[config.mk]
export PLATFORM = sky130hd
export DESIGN_NAME = data_memory_arbiter
export DESIGN_NICKNAME = d
export VERILOG_FILES = /design/src/rtl/data_memory_arbiter.sv
export SDC_FILE = /design/constraint.sdc
export NUM_CORES = 1
export LEC_CHECK = 0
export ABC_CLOCK_PERIOD_IN_PS = 2200
export CAP_MARGIN = 0
export CORE_AREA = 4 4 226 228
export DETAILED_ROUTE_END_ITERATION = 8
export DIE_AREA = 0 0 230 232
export PLACE_DENSITY_LB_ADDON = 0.12
export SYNTH_ARGS = -nofsm -noshare
export SYNTH_HDL_FRONTEND = slang
export SYNTH_SLANG_ARGS = --single-unit
[constraint.sdc]
create_clock -name clk -period 2.2 [get_ports clk]
set_input_delay 0.44 -clock clk [delete_from_list [all_inputs] [get_ports clk]]
set_output_delay 0.44 -clock clk [all_outputs]
set_load 0.005 [all_outputs]
[src/rtl/data_memory_arbiter.sv]
// rtl/data_memory_arbiter.sv - round-robin arbiter with bounded lock in front of data_memory
module data_memory_arbiter #(
    parameter int WORDSIZE = 64,
    parameter int LOCK_MAX = 16
) (
    input  logic                clk,
    input  logic                rst,
    input  logic                req_valid0,
    input  logic                req_write0,
    input  logic                req_lock0,
    input  logic [WORDSIZE-1:0] req_addr0,
    input  logic [WORDSIZE-1:0] req_wdata0,
    input  logic                req_valid1,
    input  logic                req_write1,
    input  logic                req_lock1,
    input  logic [WORDSIZE-1:0] req_addr1,
    input  logic [WORDSIZE-1:0] req_wdata1,
    output logic                req_ready0,
    output logic                req_ready1,
    output logic                resp_valid0,
    output logic [WORDSIZE-1:0] resp_rdata0,
    output logic                resp_valid1,
    output logic [WORDSIZE-1:0] resp_rdata1,
    output logic [WORDSIZE-1:0] mem_addr,
    output logic [WORDSIZE-1:0] mem_data_input,
    output logic                mem_write_en,
    input  logic [WORDSIZE-1:0] mem_data_output
);

    localparam int LCNT_W = $clog2(LOCK_MAX + 1);
    localparam logic [LCNT_W-1:0] LCNT_MAX = LCNT_W'(LOCK_MAX);

    typedef enum logic [1:0] {
        ARB     = 2'd0,
        LOCKED0 = 2'd1,
        LOCKED1 = 2'd2
    } state_t;

    state_t              state, state_next;
    logic                ptr, ptr_next;
    logic [LCNT_W-1:0]   lcnt, lcnt_next;
    logic                grant0, grant1;

    always_ff @(posedge clk) begin
        if (rst) begin
            state       <= ARB;
            ptr         <= 1'b0;
            lcnt        <= '0;
            resp_valid0 <= 1'b0;
            resp_valid1 <= 1'b0;
            resp_rdata0 <= '0;
            resp_rdata1 <= '0;
        end else begin
            state       <= state_next;
            ptr         <= ptr_next;
            lcnt        <= lcnt_next;
            resp_valid0 <= grant0 && !req_write0;
            resp_valid1 <= grant1 && !req_write1;
            if (grant0 && !req_write0)
                resp_rdata0 <= mem_data_output;
            if (grant1 && !req_write1)
                resp_rdata1 <= mem_data_output;
        end
    end

    always_comb begin
        grant0     = 1'b0;
        grant1     = 1'b0;
        state_next = state;
        ptr_next   = ptr;
        lcnt_next  = lcnt;
        if (!rst) begin
            case (state)
                ARB: begin
                    grant0 = req_valid0 && (!req_valid1 || !ptr);
                    grant1 = req_valid1 && (!req_valid0 || ptr);
                    if (grant0) begin
                        ptr_next = 1'b1;
                        if (req_lock0) begin
                            state_next = LOCKED0;
                            lcnt_next  = LCNT_W'(1);
                        end
                    end
                    if (grant1) begin
                        ptr_next = 1'b0;
                        if (req_lock1) begin
                            state_next = LOCKED1;
                            lcnt_next  = LCNT_W'(1);
                        end
                    end
                end
                LOCKED0: begin
                    lcnt_next = lcnt + 1'b1;
                    // Timeout cycle is a bubble so the other side gets the next ARB slot
                    if (lcnt == LCNT_MAX) begin
                        state_next = ARB;
                        ptr_next   = 1'b1;
                    end else begin
                        grant0 = req_valid0;
                        if (grant0)
                            ptr_next = 1'b1;
                        if (!req_lock0)
                            state_next = ARB;
                    end
                end
                LOCKED1: begin
                    lcnt_next = lcnt + 1'b1;
                    if (lcnt == LCNT_MAX) begin
                        state_next = ARB;
                        ptr_next   = 1'b0;
                    end else begin
                        grant1 = req_valid1;
                        if (grant1)
                            ptr_next = 1'b0;
                        if (!req_lock1)
                            state_next = ARB;
                    end
                end
                default: state_next = ARB;
            endcase
        end
    end

    assign req_ready0 = grant0;
    assign req_ready1 = grant1;

    assign mem_addr       = grant0 ? req_addr0  : (grant1 ? req_addr1  : '0);
    assign mem_data_input = grant0 ? req_wdata0 : (grant1 ? req_wdata1 : '0);
    assign mem_write_en   = (grant0 && req_write0) || (grant1 && req_write1);

endmodule

# == After elaboration in Yosys (flattened, before gate mapping) ==
# Cells that the tools add are included.
# op_classes
n_reduce_logical,20
mux,31
n_eq_ne,8
add_sub_neg,1
# op_table
op,n
64-bit 2-to-1 mux,4
5-bit 2-to-1 mux,4
2-bit 2-to-1 mux,8
3-bit inequality test (second input constant),5
1-bit 2-to-1 mux,10
5-bit one-hot mux with 2 select lines,1
1-bit logical AND,6
2-bit one-hot mux with 3 select lines,1
5-bit by 1-bit adder with 5-bit output (second input constant),1
5-bit == test (second input constant),1
1-bit logical NOT,5
1-bit one-hot mux with 2 select lines,2
4-bit AND reduction,1
1-bit logical OR,3
1-bit one-hot mux with 3 select lines,1
3-bit nonzero test,1
2-bit by 1-bit == test with 1-bit output (second input constant),1
2-bit == test (second input constant),1
2-bit logical NOT,1
2-bit AND reduction,1
2-bit nonzero test,1
2-bit OR reduction,1
# totals
input_bits,328
elab_cells,67
regBits,138

# == Longest topological paths before layout ==
# depth
word_depth,7
ltp_mapped,8
mapped_depth_nobuf,6

# == Worst setup path after synthesis ==
# No wires, ideal clock.
# synth_path
kind,reg-to-output
from,register lcnt[0]
to,output mem_addr[10]
path_slack_ns,-0.166
n_path_buf,2
t_required_ns,1.760
stages_incl_launch_ff,9
arrival_ns,1.926
cell_sequence,dfxtp_1 -> inv_1 -> ha_1 -> and4bb_4 -> or3_4 -> a221oi_2 -> buf_4 -> buf_6 -> a22o_1
# synth_via
elab_chain_len,6
elab_cells_between_ends,9
# synth_rtl
item,line_no,text
from (decl),41,"logic [LCNT_W-1:0] lcnt, lcnt_next;"
from (signal assigned),56,lcnt <= lcnt_next;
5-bit == test (*),"95, 108",
1-bit 2-to-1 mux,108,if (lcnt == LCNT_MAX) begin
1-bit one-hot mux with 2 select lines,73,case (state)
1-bit 2-to-1 mux,72,if (!rst) begin
64-bit 2-to-1 mux,127,assign mem_addr = grant0 ? req_addr0 : (grant1 ? req_addr1 : '0);
64-bit 2-to-1 mux (*),127,
to (decl),24,"output logic [WORDSIZE-1:0] mem_addr,"
# Every way passes the cells marked *; elsewhere a longest branch is shown, timed or not.

# == Worst setup path in the final report ==
# layout_path
from,register lcnt[1]
to,output mem_data_input[28]
# layout_via
elab_chain_len,6
elab_cells_between_ends,9
# layout_rtl
item,line_no,text
5-bit == test (*),"95, 108",
1-bit 2-to-1 mux,108,
1-bit one-hot mux with 2 select lines,73,
1-bit 2-to-1 mux,72,
64-bit 2-to-1 mux,128,assign mem_data_input = grant0 ? req_wdata0 : (grant1 ? req_wdata1 : '0);
64-bit 2-to-1 mux (*),128,
to (decl),25,"output logic [WORDSIZE-1:0] mem_data_input,"
# Marked as above.

==> flow_summary.ini <==
[critical_path]
worstSetupStartpointType = register
worstPathRequired_ns = 1.76
worstReg2RegEnd = resp_rdata0[10]
critPathKind = register to output pin
crit_path_top_delay_cell = or3_4
path_buf_inv = 6
path_cells = inv_2 -> ha_4 -> and4bb_4 -> or3_4 -> a221oi_4 -> buf_12 -> buf_6 -> buf_12 -> bufbuf_16 -> a22o_1 -> buf_6
cp_max_fo = 5
critPathTopFamily = buffers and inverters
r2r_setup_slack_ns = -0.21
worst-r2r-cell-count = 13
max_stage_delay_ns = 0.38
worst_setup_path_end_kind = output pin
r2r_start = lcnt[1]
arrival_ns = 2.74

[hold_path]
hold_path_end = state[0]
hold_class = input pin to register
min-delay-start = rst
holdPathStages = 3

[global_routing]
top_usage_layer = met2
grtUsageMet2_pct = 29.8
grt_max_degree = 65
antenna_found_initial = 16
grt_pass1_vias = 8355
grt_use_met3_pct = 7.70
gr-usage-met1_pct = 17.1
grt_pass1_wl_um = 62900
grt_overflow = 0
grt_usage_pct = 16.4

[floorplan]
dieWidth_um = 230
ios = 589
rows = 81
initial_core_util_pct = 14.2
die_y_um = 232
core_area_um2 = 48800
dieArea_um2 = 53400

[synth]
syn_inst = 646
ys_ff_latch = 138
ys_async_sr_fraction_pct = 0
synth-seq-area-share_pct = 39.9
ys_types = 32
synth_top_flop_cell = dfxtp_1
ys_warn_count = 0
syn_area_um2 = 6920
synth_top_area_share_pct = 39.9
synth_area_leaders = dfxtp_1 40%, mux2_2 21%, a22o_1 16%, nor2b_1 12%, buf_4 1.6%
avgSynthCellArea_um2 = 10.7
synth_top_area_cell = dfxtp_1
postSynthNetCount = 980
synth-edff-count = 0

[sta]
fin_setup_tns_ns = -122.90
max_freq_ghz = 0.315
final_max_slew_viol_count = 0
finalCriticalPeriod_ns = 3.18
grt_setup_unrepaired = yes
hold_viol = 0
setup_slack_ns = -0.979
slew_headroom_pct = 51.0
fin_skew_ns = 0.0103
period_share_pct = 145
setup_viol = 255
tightest_slew_ns = 0.736

[routing]
routed_wl_um = 48500
dr_total_vias = 8072
drt-wirelength-per-cell_um = 23.7
drc = 0
drtAntennaViolNets = 0
firstDrtPassIters = 5
drt_iter0_drc = 201
avgViaCountPerCell = 3.95

[outcome]
status = finished with violations
violations = negative setup slack

[clock_tree]
insertion_delay_ns = 0.42
cts_sinks = 138
cts.clk_slew.worst_paths_ns = 0.06
cts-htree-levels = 4
clockBufferDepth = 2
cts_hold_buffers = 0
cts_tree = yes
root_buffer = clkbuf_16
cts_buffers = 17

[cells_and_area]
nets = 1695
mostFrequentLayoutCells = 455 x clkdlybuf4s50_1, 134 x dfxtp_1, 129 x nor2b_1
final_common_cell = clkdlybuf4s50_1
area_growth_pct = 130
fillers = 5098
drive_gt1_share_pct = 35.1

[placement]
dp_hpwl_um = 37800
gp_congestion = 0.901
portBuffers = 588
pre_cts_slack_ns = -1.09

[pwr]
powerDensity_nw_per_um2 = 560
p_leak_nw = 6.67
irDropWorstVdd_mv = 0.373

[run]
max_cap_viol_count = 0
==> worst reg2reg max path, stage by stage (launching register included) <==
cell	delay [ns]
dfxtp_2	0.33
inv_2	0.05
ha_4	0.14
and4bb_4	0.19
buf_4	0.13
buf_6	0.12
o2bb2ai_4	0.18
buf_6	0.14
buf_4	0.09
nor2b_4	0.20
buf_12	0.19
buf_12	0.12
buf_12	0.12
mux2_4	0.29
==> how the worst max path moves through the flow <==
stage	depth (start not counted)	startpoint	slack, ns	end
final	11	lcnt[1]	-0.98	mem_data_input[28]
after CTS	10	lcnt[1]	-1.13	mem_addr[29]
after floorplan	8	lcnt[0]	-0.04	mem_addr[10]
after global routing	13	lcnt[1]	-1.11	mem_addr[55]
after detailed placement	9	req_valid1	-1.09	mem_data_input[7]
after global placement	9	req_valid1	-1.10	mem_data_input[47]
==> report_power, final <==
| part | total (W) | leakage, nW | internal [W] | switching, W |
|---|---|---|---|---|
| sequential | 0.00279 | 1.13 | 0.00270 | 0.0000883 |
| combinational | 0.00341 | 5.28 | 0.00216 | 0.00125 |
| clock | 0.00271 | 0.258 | 0.00159 | 0.00111 |
| total | 0.00891 | 6.67 | 0.00645 | 0.00245 |
==> cells in the mapped netlist, drive strengths merged, types with 2 or more instances <==
cell type / number
a22o: 129
ha: 6
nor2b: 131
clkbuf: 30
nand3: 3
inv: 8
nand4: 3
o21a: 3
nand2: 6
xor2: 3
o21ai: 2
mux2: 128
nor2: 7
dfxtp: 138
buf: 28
a22oi: 2
a21oi: 6
==> metrics by stage <==
step	cells	util (%)	cell area [um^2]	power [W]	hold slack [ns]
after CTS	2004	31.1	15200	0.00883	0.425
after detailed placement	1914	28.9	14100	0.00589	0.513
after floorplan	646	-	6950	0.00378	0.455
after global placement	1914	28.9	14100	0.00590	0.497
final	2045	32.5	15900	0.00891	0.437
after global routing	2041	32.5	15900	0.00934	0.433
==> final cells by class <==
class                   count  area (um^2)  area share, %
inverters                   8         32.5          0.205
clock buffers              22          464           2.92
well taps                 664          831           5.23
clock inverters             8         72.6          0.456
flip-flops and latches    138         2770           17.4
repair buffers            754         7500           47.2
diodes                      9         22.5          0.142
multi-input cells         442         4210           26.5
==> what timing repair did <==
action                                  4_1_cts  5_1_grt
gates cloned                                  7       12
endpoints found under the setup margin      240      252
pin swaps                                    33       36
gates resized for setup                     516      166
hold endpoints to repair                      0        0
buffers inserted                             54       32
==> metal layers <==
metal	wire, um	share of wire, %	vias to the layer above
met5	50	0.10	-
met4	885	1.8	8
met3	4540	9.4	55
met2	24800	51	333
met1	18200	38	3892
li1	-	-	3784
==> registers in the layout (all words and copies together), names as in the netlist <==
register and count:
resp_valid1 1, resp_rdata0 64, ptr 1, resp_rdata1 64
resp_valid0 1, state 2, lcnt 5
==> kinds of logic (layout without fill, tap and decap cells) <==
logic type | count (synthesis) | count (layout) | share of synthesized area, %
AOI/OAI and AO/OA | 149 | 149 | 18.4
and+or+nand+nor | 155 | 155 | 13.7
other | 0 | 9 | 0
xor gates and xnor gates | 3 | 3 | 0.380
muxes | 129 | 129 | 21.0
DFF | 138 | 138 | 39.9
buffers and inverters | 66 | 792 | 5.53
adders and majority gates | 6 | 6 | 1.08
Power figures use the tool's default switching activity.
